File: config.mk
export PLATFORM = sky130hd
export DESIGN_NAME = alu_md_ctrl
export DESIGN_NICKNAME = d
export VERILOG_FILES = /design/src/rtl/alu_md_pkg.sv /design/src/rtl/md_iter_unit.sv /design/src/rtl/alu_md_ctrl.sv
export SDC_FILE = /design/constraint.sdc
export NUM_CORES = 1
export LEC_CHECK = 0
export ABC_CLOCK_PERIOD_IN_PS = 8300
export CELL_PAD_IN_SITES_DETAIL_PLACEMENT = 1
export CELL_PAD_IN_SITES_GLOBAL_PLACEMENT = 1
export CORE_AREA = 5 5 163 165
export DETAILED_ROUTE_END_ITERATION = 6
export DIE_AREA = 0 0 168 170
export HOLD_SLACK_MARGIN = 0.15
export PLACE_DENSITY = 0.95
export SYNTH_ARGS = -nofsm -noshare
export SYNTH_HDL_FRONTEND = slang
export SYNTH_SLANG_ARGS = --single-unit
File: constraint.sdc
create_clock -name clk -period 8.3 [get_ports clk]
set_input_delay 1.66 -clock clk [delete_from_list [all_inputs] [get_ports clk]]
set_output_delay 1.66 -clock clk [all_outputs]
set_load 0.02 [all_outputs]
File: src/rtl/alu_md_pkg.sv
// Encodings shared by the ALU control decoder and the multiply/divide sequencer.
// The DIV state exists only when ALU_MD_DIV_EN is defined.
package alu_md_pkg;
    localparam logic [3:0] CMD_AND  = 4'b0000;
    localparam logic [3:0] CMD_OR   = 4'b0001;
    localparam logic [3:0] CMD_ADD  = 4'b0010;
    localparam logic [3:0] CMD_XOR  = 4'b0011;
    localparam logic [3:0] CMD_SUB  = 4'b0110;
    localparam logic [3:0] CMD_SLT  = 4'b0111;
    localparam logic [3:0] CMD_SLTU = 4'b1000;
    localparam logic [3:0] CMD_NOR  = 4'b1100;
    localparam logic [3:0] CMD_NOP  = 4'b1111;

    localparam logic [3:0] OP_ADD   = 4'b0000;
    localparam logic [3:0] OP_SUB   = 4'b0001;
    localparam logic [3:0] OP_RTYPE = 4'b0010;
    localparam logic [3:0] OP_AND   = 4'b0011;
    localparam logic [3:0] OP_OR    = 4'b0100;
    localparam logic [3:0] OP_SLT   = 4'b0101;
    localparam logic [3:0] OP_XOR   = 4'b0110;

    localparam logic [5:0] FN_MFHI  = 6'h10;
    localparam logic [5:0] FN_MTHI  = 6'h11;
    localparam logic [5:0] FN_MFLO  = 6'h12;
    localparam logic [5:0] FN_MTLO  = 6'h13;
    localparam logic [5:0] FN_MULT  = 6'h18;
    localparam logic [5:0] FN_MULTU = 6'h19;
    localparam logic [5:0] FN_DIV   = 6'h1A;
    localparam logic [5:0] FN_DIVU  = 6'h1B;
    localparam logic [5:0] FN_ADD   = 6'h20;
    localparam logic [5:0] FN_ADDU  = 6'h21;
    localparam logic [5:0] FN_SUB   = 6'h22;
    localparam logic [5:0] FN_SUBU  = 6'h23;
    localparam logic [5:0] FN_AND   = 6'h24;
    localparam logic [5:0] FN_OR    = 6'h25;
    localparam logic [5:0] FN_XOR   = 6'h26;
    localparam logic [5:0] FN_NOR   = 6'h27;
    localparam logic [5:0] FN_SLT   = 6'h2A;
    localparam logic [5:0] FN_SLTU  = 6'h2B;

    localparam logic [1:0] SEL_ALU = 2'b00;
    localparam logic [1:0] SEL_HI  = 2'b01;
    localparam logic [1:0] SEL_LO  = 2'b10;

    typedef enum logic [1:0] {
        S_IDLE = 2'd0,
        S_MUL  = 2'd1,
`ifdef ALU_MD_DIV_EN
        S_DIV  = 2'd2,
`endif
        S_FIX  = 2'd3
    } md_state_t;
endpackage

File: src/rtl/md_iter_unit.sv
// Iterative shift-add multiplier / restoring divider on magnitudes, sign fixed in S_FIX.
// Result valid WIDTH+1 cycles after i_start; no backpressure, i_start ignored while busy.
module md_iter_unit
    import alu_md_pkg::*;
#(
    parameter int WIDTH = 32,
    parameter int CNT_W = $clog2(WIDTH+1)
) (
    input  logic             clk,
    input  logic             rst,
    input  logic             i_start,
    input  logic             i_is_div,
    input  logic             i_signed,
    input  logic [WIDTH-1:0] i_rs,
    input  logic [WIDTH-1:0] i_rt,
    output logic             o_busy,
    output logic             o_res_vld,
    output logic [WIDTH-1:0] o_res_hi,
    output logic [WIDTH-1:0] o_res_lo
);
    md_state_t          r_state;
    logic [CNT_W-1:0]   r_cnt;
    logic [2*WIDTH-1:0] r_acc;
    logic [WIDTH-1:0]   r_opb;
    logic               r_neg_q, r_neg_r, r_div0, r_is_div;

    logic               w_rs_neg, w_rt_neg;
    logic [WIDTH-1:0]   w_rs_abs, w_rt_abs;
    logic [WIDTH:0]     w_sum;
    logic [2*WIDTH-1:0] w_mul_nxt, w_prod;
    logic [WIDTH-1:0]   w_rem_fix, w_quo_fix;

    assign w_rs_neg = i_signed & i_rs[WIDTH-1];
    assign w_rt_neg = i_signed & i_rt[WIDTH-1];
    assign w_rs_abs = w_rs_neg ? -i_rs : i_rs;
    assign w_rt_abs = w_rt_neg ? -i_rt : i_rt;

    // acc = {partial product, remaining multiplier bits}; add into the top half, shift right
    assign w_sum     = {1'b0, r_acc[2*WIDTH-1:WIDTH]} + (r_acc[0] ? {1'b0, r_opb} : '0);
    assign w_mul_nxt = {w_sum, r_acc[WIDTH-1:1]};

`ifdef ALU_MD_DIV_EN
    logic [WIDTH:0]     w_part;
    logic [WIDTH+1:0]   w_diff;
    logic [2*WIDTH-1:0] w_div_nxt;

    // acc = {partial remainder, dividend bits shifting out / quotient bits shifting in}
    assign w_part    = r_acc[2*WIDTH-1:WIDTH-1];
    assign w_diff    = {1'b0, w_part} - {2'b00, r_opb};
    assign w_div_nxt = w_diff[WIDTH+1] ? {w_part[WIDTH-1:0], r_acc[WIDTH-2:0], 1'b0}
                                       : {w_diff[WIDTH-1:0], r_acc[WIDTH-2:0], 1'b1};
`endif

    // A zero divisor leaves quotient all ones and remainder = |rs|, so only the quotient negate is suppressed
    assign w_prod    = r_neg_q ? -r_acc : r_acc;
    assign w_rem_fix = r_neg_r ? -r_acc[2*WIDTH-1:WIDTH] : r_acc[2*WIDTH-1:WIDTH];
    assign w_quo_fix = (r_neg_q && !r_div0) ? -r_acc[WIDTH-1:0] : r_acc[WIDTH-1:0];

    assign o_busy    = (r_state != S_IDLE);
    assign o_res_vld = (r_state == S_FIX);
    assign o_res_hi  = r_is_div ? w_rem_fix : w_prod[2*WIDTH-1:WIDTH];
    assign o_res_lo  = r_is_div ? w_quo_fix : w_prod[WIDTH-1:0];

    always_ff @(posedge clk) begin
        if (rst) begin
            r_state  <= S_IDLE;
            r_cnt    <= '0;
            r_acc    <= '0;
            r_opb    <= '0;
            r_neg_q  <= 1'b0;
            r_neg_r  <= 1'b0;
            r_div0   <= 1'b0;
            r_is_div <= 1'b0;
        end else begin
            case (r_state)
                S_IDLE: if (i_start) begin
                    r_cnt    <= CNT_W'(WIDTH);
                    r_acc    <= {{WIDTH{1'b0}}, w_rs_abs};
                    r_opb    <= w_rt_abs;
                    r_neg_q  <= w_rs_neg ^ w_rt_neg;
                    r_neg_r  <= w_rs_neg;
                    r_div0   <= i_is_div && (i_rt == '0);
                    r_is_div <= i_is_div;
`ifdef ALU_MD_DIV_EN
                    r_state  <= i_is_div ? S_DIV : S_MUL;
`else
                    r_state  <= S_MUL;
`endif
                end
                S_MUL: begin
                    r_acc <= w_mul_nxt;
                    r_cnt <= r_cnt - CNT_W'(1);
                    if (r_cnt == CNT_W'(1)) r_state <= S_FIX;
                end
`ifdef ALU_MD_DIV_EN
                S_DIV: begin
                    r_acc <= w_div_nxt;
                    r_cnt <= r_cnt - CNT_W'(1);
                    if (r_cnt == CNT_W'(1)) r_state <= S_FIX;
                end
`endif
                default: r_state <= S_IDLE;
            endcase
        end
    end
endmodule

File: src/rtl/alu_md_ctrl.sv
// ALU control decode plus HI/LO and a multi-cycle MULT/DIV sequencer (DIV only with ALU_MD_DIV_EN).
// ctrl_command is combinational; HI/LO ops stall while the sequencer runs (WIDTH+1 busy cycles).
module alu_md_ctrl
    import alu_md_pkg::*;
#(
    parameter int WIDTH = 32,
    parameter int CNT_W = $clog2(WIDTH+1)
) (
    input  logic             clk,
    input  logic             rst,
    input  logic [3:0]       Op_from_control,
    input  logic [5:0]       fonction,
    input  logic             in_valid,
    input  logic [WIDTH-1:0] rs_val,
    input  logic [WIDTH-1:0] rt_val,
    output logic [3:0]       ctrl_command,
    output logic [1:0]       md_sel,
    output logic             md_stall,
    output logic             md_busy,
    output logic             md_done,
    output logic [WIDTH-1:0] hi,
    output logic [WIDTH-1:0] lo
);
    logic             w_rtype, w_mfhi, w_mflo, w_mthi, w_mtlo, w_mul, w_div, w_md_op;
    logic             w_start, w_res_vld;
    logic [3:0]       w_fn_cmd;
    logic [WIDTH-1:0] w_res_hi, w_res_lo;
    logic             r_done;
    logic [WIDTH-1:0] r_hi, r_lo;

    assign w_rtype = (Op_from_control == OP_RTYPE);
    assign w_mfhi  = w_rtype && (fonction == FN_MFHI);
    assign w_mflo  = w_rtype && (fonction == FN_MFLO);
    assign w_mthi  = w_rtype && (fonction == FN_MTHI);
    assign w_mtlo  = w_rtype && (fonction == FN_MTLO);
    assign w_mul   = w_rtype && (fonction == FN_MULT || fonction == FN_MULTU);
`ifdef ALU_MD_DIV_EN
    assign w_div   = w_rtype && (fonction == FN_DIV || fonction == FN_DIVU);
`else
    assign w_div   = 1'b0;
`endif
    assign w_md_op = w_mul || w_div;

    assign md_stall = in_valid && md_busy && (w_md_op || w_mfhi || w_mflo || w_mthi || w_mtlo);
    assign w_start  = in_valid && w_md_op && !md_busy;

    always_comb begin
        w_fn_cmd = CMD_NOP;
        case (fonction)
            FN_ADD, FN_ADDU: w_fn_cmd = CMD_ADD;
            FN_SUB, FN_SUBU: w_fn_cmd = CMD_SUB;
            FN_AND:          w_fn_cmd = CMD_AND;
            FN_OR:           w_fn_cmd = CMD_OR;
            FN_XOR:          w_fn_cmd = CMD_XOR;
            FN_NOR:          w_fn_cmd = CMD_NOR;
            FN_SLT:          w_fn_cmd = CMD_SLT;
            FN_SLTU:         w_fn_cmd = CMD_SLTU;
            default:         w_fn_cmd = CMD_NOP;
        endcase
    end

    always_comb begin
        ctrl_command = CMD_ADD;
        case (Op_from_control)
            OP_SUB:   ctrl_command = CMD_SUB;
            OP_RTYPE: ctrl_command = w_fn_cmd;
            OP_AND:   ctrl_command = CMD_AND;
            OP_OR:    ctrl_command = CMD_OR;
            OP_SLT:   ctrl_command = CMD_SLT;
            OP_XOR:   ctrl_command = CMD_XOR;
            default:  ctrl_command = CMD_ADD;
        endcase
    end

    assign md_sel = w_mfhi ? SEL_HI : (w_mflo ? SEL_LO : SEL_ALU);

    md_iter_unit #(.WIDTH(WIDTH), .CNT_W(CNT_W)) u_iter (
        .clk       (clk),
        .rst       (rst),
        .i_start   (w_start),
        .i_is_div  (w_div),
        .i_signed  (~fonction[0]),
        .i_rs      (rs_val),
        .i_rt      (rt_val),
        .o_busy    (md_busy),
        .o_res_vld (w_res_vld),
        .o_res_hi  (w_res_hi),
        .o_res_lo  (w_res_lo)
    );

    // MTHI/MTLO cannot collide with a result write: both stall while the sequencer is busy
    always_ff @(posedge clk) begin
        if (rst) begin
            r_hi   <= '0;
            r_lo   <= '0;
            r_done <= 1'b0;
        end else begin
            r_done <= w_res_vld;
            if (w_res_vld) begin
                r_hi <= w_res_hi;
                r_lo <= w_res_lo;
            end else begin
                if (in_valid && w_mthi && !md_stall) r_hi <= rs_val;
                if (in_valid && w_mtlo && !md_stall) r_lo <= rs_val;
            end
        end
    end

    assign md_done = r_done;
    assign hi      = r_hi;
    assign lo      = r_lo;
endmodule

==> results.json <==
{
  "hold_viol": 0,
  "setup_ws_ns": 2.58,
  "power_density_nw_per_um2": 132,
  "worstMarginPinSlew_ns": 1.27,
  "path_cells": "clkdlybuf4s50_1 > or4b_1 > nor3b_1 > and2_1 > o211a_1 > clkdlybuf4s50_1",
  "synthAdderAreaFrac_pct": 4.38,
  "status": "finished with violations",
  "cts.sinks": 170,
  "crit_fanout": 5,
  "ys_ff_latch": 170,
  "failed_checks": "design-rule violations",
  "fin_cells": 1754,
  "yosys.area_share.simple_pct": 18.5,
  "grt_usage_pct": 24.9,
  "grt_pass1_wl_microns": 58400,
  "drive_above_1_share_pct": 4.85,
  "arrival_ns": 4.06,
  "peakVddDrop_mv": 0.0991,
  "diodes": 0,
  "synthDistinctLibCells": 67,
  "yosysWarnings": 0,
  "clk_latency_ns": 0.45,
  "p_clk_share_pct": 45.2,
  "cts_buffers": 17,
  "grt_overflow": 0,
  "dr.pass1.iters": 7,
  "crit_family": "simple AND/OR/NAND/NOR gates",
  "power_leakage_nw": 5.03,
  "io_buffers": 149,
  "maxCapViolations": 0,
  "max_freq_mhz": 175,
  "power_switching_uw": 473,
  "clkTransAtPathRegs_ns": 0.07,
  "avgSynthCellArea_sq_um": 8.35,
  "relSlewSlack_pct": 15.1,
  "wl_microns": 36900,
  "drv_slew": 0,
  "die_height_microns": 170,
  "rsz0062_at_grt": "no",
  "clock_skew_ns": 0.0106,
  "cp-end-kind": "output port",
  "whs_ns": 0.458,
  "swShare_pct": 27.0,
  "die_area_sq_um": 28600,
  "netlist_area_sq_um": 11000,
  "drc_errors": 3,
  "syn-num-nets": 1437,
  "area_growth_pct": 20.0,
  "fin_crit_sh_pct": 68.9,
  "min_path_type": "reg2reg",
  "synth_ff_type": "dfxtp_1",
  "grt_max_degree": 94,
  "fin_setup_tns_ns": 0,
  "multi_input_comb_area_sq_um": 7200,
  "grt_pass1_vias": 10900,
  "ios": 150,
  "cts_hold_buf": 0,
  "critical_path_class": "in2out",
  "p_int_mw": 1.28,
  "dp_hpwl_microns": 26400,
  "fillers": 2945,
  "async_flop_share_pct": 0,
  "seqCellArea_sq_um": 3400,
  "routedWlPerCell_microns": 21.0,
  "clock_path_buffers": 2,
  "finalNetCount": 1526,
  "synth-compound-area-share_pct": 24.6,
  "antenna_found_initial": 0,
  "pwr-share-comb_pct": 8.3,
  "slowest_delay_ns": 0.61,
  "place_ws_ns": 2.59,
  "path_buf_inv": 2,
  "row_count": 58,
  "ant_nets": 0,
  "p_seq_share_pct": 46.5,
  "synthMuxAreaShare_pct": 5.93,
  "synth_top_family_by_area": "compound AO/OA/AOI/OAI gates",
  "vias_per_cell": 6.13,
  "synthCells": 1322,
  "crit_top_cell": "clkdlybuf4s50_1",
  "post-route-min-period_ns": 5.72,
  "fin_util_pct": 53.2,
  "num_vias": 10700,
  "cts_resized": 0,
  "synth_edf_count": 0,
  "initial_utilization_pct": 44.3,
  "required_ns": 6.64,
  "ys_seq_area_share_pct": 30.8,
  "core-area_sq_um": 24900,
  "setup_viol": 0,
  "placedCellCount": 1722,
  "synth-xor-area-share_pct": 11.7,
  "drtIter0Drc": 996,
  "cts_tree": "done",
  "gp_congestion": 0.877,
  "htree_levels": 4,
  "post_cts_buffers": 0,
  "die_w_microns": 168,
  "cpMaxStageDelayCell": "or4b_1",
  "cp-start-kind": "primary input",
  "ctsRootBufferMaster": "clkbuf_16"
}
[tightest hold or removal path: cells and delay by family, from the launching register on]
family / cells / cell delay [ns]
AO/OA/AOI/OAI: 1 / 0.05
flip-flops: 1 / 0.31
AND/OR/NAND/NOR: 1 / 0.05
[routing by layer]
layer	global-route usage (%)	part of all wire (%)	vias to the layer above
li1	-	-	5068
met1	31.5	42	5207
met2	43.0	48	389
met3	3.32	5.7	81
met4	10.3	3.4	0
met5	0	0	-
[sequential cells by signal, summed over array words and instances, names as in the netlist]
signal          count
u_iter.r_acc       64
hi                 32
lo                 32
u_iter.r_opb       32
u_iter.r_cnt        6
u_iter.r_state      2
md_done             1
u_iter.r_neg_q      1
[layout make-up]
cell class                      count  share of cell area [%]
Clock buffer                       17                    3.21
Multi-Input combinational cell   1039                    54.4
Clock inverter                     15                    1.10
Sequential cell                   170                    25.7
Timing Repair Buffer              157                    11.7
Inverter                           26                   0.737
Tap cell                          330                    3.12
[kinds of logic after synthesis]
logic type                 count (synthesis)
and+or+nand+nor                          405
xor gates and xnor gates                 148
adders and majority gates                 38
AOI/OAI and AO/OA                        383
DFF                                      170
buffers and inverters                    113
muxes                                     65
[worst paths after layout]
path | cells past startpoint | startpoint | slack [ns] | to
setup / recovery | 6 | Op_from_control[0] | 2.58 | md_stall
hold / removal | 2 | u_iter.r_opb[17]$_SDFFE_PP0P_ | 0.46 | u_iter.r_opb[17]$_SDFFE_PP0P_
setup reg to reg | 13 | u_iter.r_acc[0]$_SDFFE_PP0P_ | 4.56 | u_iter.r_acc[61]$_SDFFE_PP0P_
hold reg to reg | 2 | u_iter.r_opb[17]$_SDFFE_PP0P_ | 0.46 | u_iter.r_opb[17]$_SDFFE_PP0P_
[cell usage after synthesis, drive strengths merged (14+ instances only)]
| library cell | n | area share (%) |
|---|---|---|
| nor2 | 166 | 5.6 |
| a21oi | 69 | 3.1 |
| clkbuf | 73 | 2.5 |
| a222oi | 30 | 2.7 |
| a22o | 18 | 1.4 |
| o31ai | 28 | 2.0 |
| xnor2 | 86 | 6.8 |
| mux2i | 62 | 5.6 |
| buf | 14 | 0.69 |
| or4 | 16 | 1.2 |
| a21o | 21 | 1.4 |
| nor3 | 21 | 1.1 |
| o21ai | 46 | 2.1 |
| a211oi | 68 | 4.6 |
| xor2 | 62 | 4.9 |
| a31oi | 15 | 0.85 |
| nand2 | 68 | 2.3 |
| ha | 37 | 4.2 |
| dfxtp | 170 | 31 |
| and2 | 37 | 2.1 |
| nand3 | 19 | 0.91 |
| o22ai | 28 | 1.6 |
| inv | 26 | 0.88 |
| o41ai | 14 | 1.4 |
[power groups by stage]
| stage | logic, mW | registers, mW | clock network [mW] |
|---|---|---|---|
| floorplan | 0.0661 | 0.835 | 0 |
| global placement | 0.135 | 0.835 | 0 |
| detailed placement | 0.141 | 0.835 | 0 |
| CTS | 0.144 | 0.816 | 0.796 |
| global route | 0.155 | 0.816 | 0.829 |
| finish | 0.145 | 0.816 | 0.792 |
[placed cells by master, fill, tap and decap left out, types with 37 or more instances in the layout]
cell type / Yosys / routed
xnor2_1: 86 / 86
dfxtp_1: 170 / 169
nand2_1: 68 / 67
ha_1: 37 / 37
o21ai_0: 46 / 46
mux2i_1: 62 / 62
a21oi_1: 69 / 69
nor2_1: 166 / 165
xor2_1: 62 / 62
and2_1: 37 / 37
clkdlybuf4s50_1: 0 / 148
a211oi_1: 68 / 68
[per-stage QoR]
step / power, mW / cell area, sq um
2_1_floorplan: 0.901 / 11000
3_5_place_dp: 0.975 / 12700
5_1_grt: 1.80 / 13200
4_1_cts: 1.76 / 13200
6_report: 1.75 / 13200
3_3_place_gp: 0.970 / 12700
No activity file was read; power rests on OpenSTA's default activity.
